==> config.mk <==
export PLATFORM = sky130hd
export DESIGN_NAME = octal_sub_seq
export DESIGN_NICKNAME = d
export VERILOG_FILES = /design/src/rtl/octal_seq_pkg.sv /design/src/rtl/octal_sub.sv /design/src/rtl/octal_sub_seq.sv
export SDC_FILE = /design/constraint.sdc
export NUM_CORES = 1
export LEC_CHECK = 0
export ABC_AREA = 1
export BUFFER_PORTS_ARGS = -buffer_cell sky130_fd_sc_hd__buf_4
export CORE_MARGIN = 10
export CORE_UTILIZATION = 34
export DETAILED_ROUTE_END_ITERATION = 10
export SLEW_MARGIN = 40
export SYNTH_ARGS = -nofsm -noshare
export SYNTH_HDL_FRONTEND = slang
export SYNTH_SLANG_ARGS = --single-unit
==> constraint.sdc <==
create_clock -name clk -period 7.9 [get_ports clk]
set_input_delay 0.79 -clock clk [delete_from_list [all_inputs] [get_ports clk]]
set_output_delay 0.79 -clock clk [all_outputs]
set_load 0.005 [all_outputs]
==> src/rtl/octal_seq_pkg.sv <==
// Shared types and helpers for the chunked octal subtraction sequencer.
// Holds chunk/digit widths, the sequencer state enum and the chunk borrow rule.
package octal_seq_pkg;

    localparam int CHUNK_W = 6;
    localparam int DIGIT_W = 3;

    typedef enum logic [1:0] {
        IDLE = 2'd0,
        RUN  = 2'd1,
        NEG  = 2'd2,
        DONE = 2'd3
    } seq_state_e;

    // Borrow out of one 2-digit chunk: a < b + cin, evaluated one bit wider
    function automatic logic chunk_borrow(
        input logic [CHUNK_W-1:0] a,
        input logic [CHUNK_W-1:0] b,
        input logic               cin
    );
        return {1'b0, a} < ({1'b0, b} + {{CHUNK_W{1'b0}}, cin});
    endfunction

endpackage

==> src/rtl/octal_sub.sv <==
// Two-digit (6-bit) octal subtract datapath with borrow in/out.
// Ports: a_i, b_i (6b operands), cin_i (borrow in), d_o (difference), bout_o (borrow out).
module octal_sub
    import octal_seq_pkg::*;
(
    input  logic [CHUNK_W-1:0] a_i,
    input  logic [CHUNK_W-1:0] b_i,
    input  logic               cin_i,
    output logic [CHUNK_W-1:0] d_o,
    output logic               bout_o
);

    // Binary mod-64 subtraction is exactly 2-digit octal subtraction
    assign d_o    = a_i - b_i - {{(CHUNK_W-1){1'b0}}, cin_i};
    assign bout_o = chunk_borrow(a_i, b_i, cin_i);

endmodule

==> src/rtl/octal_sub_seq.sv <==
// Multi-digit octal subtractor: one shared 6-bit octal_sub, one chunk per cycle,
// LS chunk first. Ports: clk, rst (async high), in_valid/in_ready + a/b operands,
// out_valid/out_ready + d/borrow_out result. Macro OCTAL_SEQ_NEG_EN adds a NEG
// pass that turns a negative result into its magnitude (borrow_out is the sign).
module octal_sub_seq
    import octal_seq_pkg::*;
#(
    parameter int DIGITS = 8
) (
    input  logic                      clk,
    input  logic                      rst,
    input  logic                      in_valid,
    output logic                      in_ready,
    input  logic [DIGIT_W*DIGITS-1:0] a,
    input  logic [DIGIT_W*DIGITS-1:0] b,
    output logic                      out_valid,
    input  logic                      out_ready,
    output logic [DIGIT_W*DIGITS-1:0] d,
    output logic                      borrow_out
);

    localparam int W      = DIGIT_W * DIGITS;
    localparam int CHUNKS = DIGITS / 2;
    localparam int IDX_W  = (CHUNKS > 1) ? $clog2(CHUNKS) : 1;
    localparam logic [IDX_W-1:0] LAST = IDX_W'(CHUNKS - 1);

    seq_state_e         state_q;
    logic [W-1:0]       a_q;
    logic [W-1:0]       b_q;
    logic [W-1:0]       d_q;
    logic [IDX_W-1:0]   idx_q;
    logic               borrow_q;
    logic               borrow_out_q;
    logic               in_ready_q;
    logic               out_valid_q;

    logic [CHUNK_W-1:0] sub_a_d;
    logic [CHUNK_W-1:0] sub_b_d;
    logic [CHUNK_W-1:0] sub_d;
    logic               sub_bout;

    // Operand select for the shared datapath; NEG computes 0 - d chunkwise
    always_comb begin
        sub_a_d = a_q[idx_q*CHUNK_W +: CHUNK_W];
        sub_b_d = b_q[idx_q*CHUNK_W +: CHUNK_W];
`ifdef OCTAL_SEQ_NEG_EN
        if (state_q == NEG) begin
            sub_a_d = '0;
            sub_b_d = d_q[idx_q*CHUNK_W +: CHUNK_W];
        end
`endif
    end

    octal_sub u_sub (
        .a_i    (sub_a_d),
        .b_i    (sub_b_d),
        .cin_i  (borrow_q),
        .d_o    (sub_d),
        .bout_o (sub_bout)
    );

    always_ff @(posedge clk or posedge rst) begin
        if (rst) begin
            state_q      <= IDLE;
            a_q          <= '0;
            b_q          <= '0;
            d_q          <= '0;
            idx_q        <= '0;
            borrow_q     <= 1'b0;
            borrow_out_q <= 1'b0;
            in_ready_q   <= 1'b1;
            out_valid_q  <= 1'b0;
        end else begin
            unique case (state_q)
                IDLE: begin
                    if (in_valid) begin
                        a_q        <= a;
                        b_q        <= b;
                        idx_q      <= '0;
                        borrow_q   <= 1'b0;
                        in_ready_q <= 1'b0;
                        state_q    <= RUN;
                    end
                end
                RUN: begin
                    d_q[idx_q*CHUNK_W +: CHUNK_W] <= sub_d;
                    borrow_q <= sub_bout;
                    idx_q    <= idx_q + 1'b1;
                    if (idx_q == LAST) begin
                        idx_q        <= '0;
                        borrow_out_q <= sub_bout;
`ifdef OCTAL_SEQ_NEG_EN
                        if (sub_bout) begin
                            borrow_q <= 1'b0;
                            state_q  <= NEG;
                        end else begin
                            out_valid_q <= 1'b1;
                            state_q     <= DONE;
                        end
`else
                        out_valid_q <= 1'b1;
                        state_q     <= DONE;
`endif
                    end
                end
`ifdef OCTAL_SEQ_NEG_EN
                NEG: begin
                    d_q[idx_q*CHUNK_W +: CHUNK_W] <= sub_d;
                    borrow_q <= sub_bout;
                    idx_q    <= idx_q + 1'b1;
                    if (idx_q == LAST) begin
                        idx_q       <= '0;
                        out_valid_q <= 1'b1;
                        state_q     <= DONE;
                    end
                end
`endif
                DONE: begin
                    if (out_ready) begin
                        out_valid_q <= 1'b0;
                        in_ready_q  <= 1'b1;
                        state_q     <= IDLE;
                    end
                end
                default: begin
                    in_ready_q  <= 1'b1;
                    out_valid_q <= 1'b0;
                    state_q     <= IDLE;
                end
            endcase
        end
    end

    assign in_ready   = in_ready_q;
    assign out_valid  = out_valid_q;
    assign d          = d_q;
    assign borrow_out = borrow_out_q;

endmodule
Yosys cells after proc, flatten, opt, wreduce, memory -nomap -nowiden
Index checks and enable logic that the tools add are counted.
Widths: inputs -> output; s select.
{ "word_totals": {"elab_cells": 51, "out_inout_bits": 27, "reg_bits": 80} }
{ "op_classes": {"bitwise_logic": 2, "addsub": 5, "n_reduce_logical": 8, "shifts": 4, "n_mul": 1, "n_eq_ne": 6, "n_lt_le_gt_ge": 1, "muxes": 15} }
{ "ops": {"columns": ["op", "n"], "rows": [
  ["$shiftx 24x6->6", 2],
  ["$neg 5->34", 1],
  ["$shift 6x34->24 const A", 1],
  ["$shiftx 6x34->24", 1],
  ["$bwmux 24", 1],
  ["$mux 2", 5],
  ["$reduce_and 3->1", 3],
  ["$add 6x1->7", 1],
  ["$lt 6x7->1", 1],
  ["$ne 2x2->1 const B", 3],
  ["$pmux 1 s3", 2],
  ["$pmux 2 s3", 1],
  ["$reduce_and 2->1", 3],
  ["$sub 6x1->6", 1],
  ["$sub 6x6->6", 1],
  ["$eq 2x2->1 const B", 2],
  ["$mul 2x2->4 const B", 1],
  ["$mux 1", 4],
  ["$pmux 2 s2", 1],
  ["$add 2x1->2 const B", 1],
  ["$eq 2x1->1 const B", 1],
  ["$logic_not 2->1", 1],
  ["$not 1->1", 2],
  ["$pmux 1 s2", 1],
  ["$reduce_bool 2->1", 1]
]} }

Longest topological paths before layout
{ "depth": {"depth_word": 6, "depth_mapped": 22} }

By module
Synthesis repeated with hierarchy kept, for this count alone.
{ "unflattened": {"cells_unflattened": 615, "area_unflattened_um2": 4556.9} }
{ "modules_own_cells": {"columns": ["mod", "cells_per_inst", "seq_area_each_um2", "instances", "area_per_inst_um2"], "rows": [
  ["octal_sub_seq", 521, 2003.2, 1, 3951.3],
  ["octal_sub", 94, 0.0, 1, 605.6]
]} }

Worst setup path after synthesis
OpenSTA, ideal clock, no wires.
{ "synth_path": {"kind": "reg2reg", "startpoint": "reg idx_q[0]", "endpoint": "reg d_q[4], in the netlist d[4]", "stages_incl_launch_ff": 17, "setup_ns": 0.064, "n_path_buf": 3, "setup_slack_ns": 4.704, "arrival_time_ns": 3.132, "path_cell_list": "dfrtp_1 inv_2 buf_4 buf_4 clkbuf_1 nand2_1 a32oi_1 fa_1 inv_1 fa_1 xor2_1 o21ai_0 or2_1 nor2_1 nand2_1 a21oi_1 a21o_1"} }
{ "synth_via": {"elab_chain_cells": 6} }
{ "synth_rtl": {"columns": ["item", "line_no", "rtl"], "rows": [
  ["start: declaration", "octal_sub_seq.sv:31", "logic [IDX_W-1:0] idx_q;"],
  ["start signal: assignment", "octal_sub_seq.sv:88", "idx_q <= idx_q + 1'b1;"],
  ["$mul 2x2->4 *", "octal_sub_seq.sv:44, octal_sub_seq.sv:45, octal_sub_seq.sv:86", null],
  ["$shiftx 24x6->6, on equally long branches", "octal_sub_seq.sv:44, octal_sub_seq.sv:45", null],
  ["$sub 6x6->6", "octal_sub.sv:14", "assign d_o = a_i - b_i - {{(CHUNK_W-1){1'b0}}, cin_i};"],
  ["$sub 6x1->6", "octal_sub.sv:14", null],
  ["$shiftx 6x34->24", "octal_sub_seq.sv:86", "d_q[idx_q*CHUNK_W +: CHUNK_W] <= sub_d;"],
  ["$bwmux 24 *", "octal_sub_seq.sv:86", null],
  ["end signal: indexed assignment", "octal_sub_seq.sv:86", null],
  ["end: declaration", "octal_sub_seq.sv:30", "logic [W-1:0] d_q;"]
]} }
Mark *: on every way between the ends. The rest lies on a longest branch, timed or not.
A chain may end at the register's enable or synchronous reset.

Worst setup path in the final report
{ "layout_path": {"startpoint": "reg idx_q[1]", "endpoint": "reg borrow_q"} }
{ "layout_via": {"elab_chain_cells": 5} }
{ "layout_rtl": {"columns": ["item", "line_no", "rtl"], "rows": [
  ["$mul 2x2->4 *", "octal_sub_seq.sv:44, octal_sub_seq.sv:45", null],
  ["$shiftx 24x6->6", "octal_sub_seq.sv:45", "sub_b_d = b_q[idx_q*CHUNK_W +: CHUNK_W];"],
  ["$add 6x1->7", "octal_seq_pkg.sv:21", "return {1'b0, a} < ({1'b0, b} + {{CHUNK_W{1'b0}}, cin});"],
  ["$lt 6x7->1 *", "octal_seq_pkg.sv:21", null],
  ["$pmux 1 s2 *", "octal_sub_seq.sv:74", "unique case (state_q)"],
  ["end signal: assignment", "octal_sub_seq.sv:87", "borrow_q <= sub_bout;"],
  ["end: declaration", "octal_sub_seq.sv:32", "logic borrow_q;"]
]} }
Marks and branches as above.

==> results.json <==
{
  "status": "completed",
  "antenna_found_initial": 0,
  "grt_pass1_wl_um": 19300,
  "wl_per_cell_um": 13.4,
  "routed_wl_um": 11100,
  "drive_gt1_frac": 0.157,
  "worst_path_largest_cell_delay_ps": 660,
  "synthCells": 585,
  "irDropWorstVdd_v": 0.000192,
  "cts.reportedPaths.clkPinSlew_ps": 60,
  "worstRegToRegCells": 14,
  "power_density_nw_per_um2": 528,
  "crit_buf_inv": 2,
  "p_clk_frac": 0.146,
  "yosysSeqAreaShare": 0.455,
  "grt_pass1_vias": 4065,
  "final.period_utilization": 0.493,
  "drt_iter0_drc": 222,
  "crit_path_end": "borrow_q",
  "rsz0062_at_grt": "no",
  "drt_pass1_iterations": 4,
  "worstReg2RegStart": "idx_q[1]",
  "std_cell_rows": 41,
  "ys.flop_type": "dfrtp_1",
  "syn-cell-area_um2": 4410,
  "synth_nets": 660,
  "grt_max_degree": 81,
  "cts.sinks": 80,
  "synth.ff_latch_count": 80,
  "min_period_ps": 3890,
  "crit_required_ps": 8150,
  "critPathTopFamily": "compound AO/OA/AOI/OAI gates",
  "intPower_mw": 1.48,
  "yosys_warnings": 0,
  "yosysMostFrequentCell": "nand2_1",
  "criticalPathCategory": "flip-flop to flip-flop",
  "nets": 732,
  "setup_tns_ps": 0,
  "max_freq_mhz": 257,
  "setup_viol": 0,
  "vias_per_cell": 4.68,
  "placed_area_um2": 5140,
  "io_buffers": 78,
  "critPathMaxFanout": 21,
  "track_usage": 0.128,
  "area_growth_pct": 23.7,
  "drv_slew": 0,
  "cp_slowest_cell": "dfrtp_1",
  "r2r_slack_ps": 4010,
  "place_congestion": 0.929,
  "maxCapViolations": 0,
  "slew_headroom": 0.513,
  "cp.depth": 14,
  "cp.arrival_ps": 4150,
  "synthArstFlopShare": 1.00,
  "ioPinCount": 79,
  "cts_tree": "yes",
  "clockBufferDepth": 2,
  "post-route-drc-count": 0,
  "htreeDepth": 3,
  "fin_area_um2": 5450,
  "synthTopCellsByCount": "nand2_1, dfrtp_1, inv_1, o21ai_0, nand3_1",
  "finClkSkew_ps": 5.05,
  "die_area_um2": 17900,
  "synth.largest_area_cell": "dfrtp_1",
  "crit_path_start": "idx_q[1]",
  "num_antenna_cells": 0,
  "yosys-top-cells-area": "dfrtp_1, nand2_1, ha_1",
  "cp-end-kind": "flip-flop",
  "startpoint_type": "flip-flop",
  "grt_overflow": 0,
  "cts_setup_buffers": 0,
  "switching_power_mw": 1.40,
  "critical_path.cell_chain": "clkinv_1 -> a32oi_1 -> ha_1 -> ha_1 -> xor2_1 -> ha_1 -> a21oi_1 -> o21a_1 -> o21ai_0 -> o21ai_0 -> inv_1 -> o21bai_1 -> nand2_1 -> o21ai_0",
  "pre_cts_ws_ps": 4000,
  "hp-class": "flip-flop to flip-flop",
  "ant_nets": 0,
  "clkLatencyLatePin_ps": 340,
  "fp.dieW_um": 134,
  "synth_edf_count": 0,
  "reg2reg_to": "borrow_q",
  "worst_pin_slew_ps": 730,
  "cts_resized": 0,
  "die_h_um": 134,
  "swShare": 0.487,
  "cts_buffers": 9,
  "hold_violations": 0,
  "avgSynthCellArea_um2": 7.53,
  "p_leak_nw": 2.93,
  "comb_power_share": 0.612,
  "yosysTopAreaCellShare": 0.449,
  "ctsHoldBuffers": 0,
  "start_util": 0.348,
  "root_buffer": "clkbuf_16",
  "synth_cell_type_count": 36,
  "num_vias": 3899,
  "fin_ws_ps": 4010,
  "p_seq_frac": 0.242,
  "coreArea_um2": 12700,
  "dp_hpwl_um": 8400
}
registers in the layout, summed over array words and instances (netlist names):
name	flops
a_q	24
state_q	2
borrow_q	1
idx_q	2
in_ready	1
borrow_out	1
d	24
out_valid	1
b_q	24
layer usage:
layer | vias up | track usage | share of wire
met5 | - | 0 | 0
met4 | 0 | 0.0459 | 0.018
met3 | 14 | 0.0347 | 0.061
met2 | 119 | 0.208 | 0.47
met1 | 1782 | 0.160 | 0.45
li1 | 1984 | - | -
power groups by stage:
| stage | combinational [mW] | clock (mW) | sequential [mW] |
|---|---|---|---|
| after floorplan | 1.30 | 0 | 0.681 |
| after global placement | 1.71 | 0 | 0.701 |
| after detailed placement | 1.76 | 0 | 0.705 |
| after CTS | 1.77 | 0.430 | 0.699 |
| after global routing | 2.06 | 0.448 | 0.722 |
| final | 1.76 | 0.421 | 0.697 |
final cells by class:
type / count / area, um^2
tap: 172 / 215
inverter: 70 / 265
timing repair buffer: 81 / 612
fill: 1324 / 7220
multi-input combinational: 415 / 2050
sequential: 80 / 2000
clock inverter: 6 / 67.6
clock buffer: 10 / 239
worst register-to-register path: cells and delay by family, from the launching register on:
family          cells  cell delay (ps)
compound gates      7             1430
xor+xnor            1              190
fa+ha+maj           3              730
buf+inv             2              720
flops               1              660
simple gates        1               90
layout by cell type, fill, tap and decap left out, types with 2 or more instances in the layout:
cell type   netlist  routed
nand2_1         244     244
buf_4             3      80
dfrtp_1          79      79
inv_1            66      65
o21ai_0          37      37
nand3_1          30      30
nor2_1           21      21
ha_1             21      21
a21oi_1          17      17
clkbuf_16         0       9
nor3_1            5       5
xor2_1            5       5
a32oi_1           4       4
nand4_1           4       4
clkinv_2          0       3
o211ai_1          3       3
a32o_1            3       3
inv_2             3       2
o21a_1            2       2
or2_1             2       2
o21ai_1           2       2
a22o_1            2       2
fa_1              2       2
clkinvlp_4        0       2
per-stage QoR:
| step | power [mW] | hold slack [ps] | util | cells |
|---|---|---|---|---|
| final | 2.88 | 473 | 0.430 | 834 |
| after global routing | 3.23 | 489 | 0.430 | 834 |
| after CTS | 2.90 | 483 | 0.430 | 834 |
| after detailed placement | 2.46 | 467 | 0.406 | 818 |
| after global placement | 2.41 | 463 | 0.406 | 818 |
| after floorplan | 1.98 | 449 | - | 585 |
how the worst min path moves through the flow:
stage                          from   endpoint  slack, ps  depth (start not counted)
final                     out_valid  out_valid        470                          2
after global routing        a_q[23]    a_q[23]        490                          2
after CTS                   a_q[23]    a_q[23]        480                          2
after detailed placement    a_q[22]    a_q[22]        470                          2
after global placement    out_valid  out_valid        460                          2
after floorplan             a_q[10]    a_q[10]        450                          2
logic make-up (layout without fill, tap and decap cells):
| logic type | count (synthesis) | count (layout) | synth area share |
|---|---|---|---|
| xor+xnor | 6 | 6 | 0.0136 |
| simple gates | 309 | 309 | 0.279 |
| flops | 80 | 80 | 0.455 |
| buf+inv | 90 | 167 | 0.0804 |
| compound gates | 77 | 77 | 0.104 |
| fa+ha+maj | 23 | 23 | 0.0687 |
(Power assumes the default switching activity.)
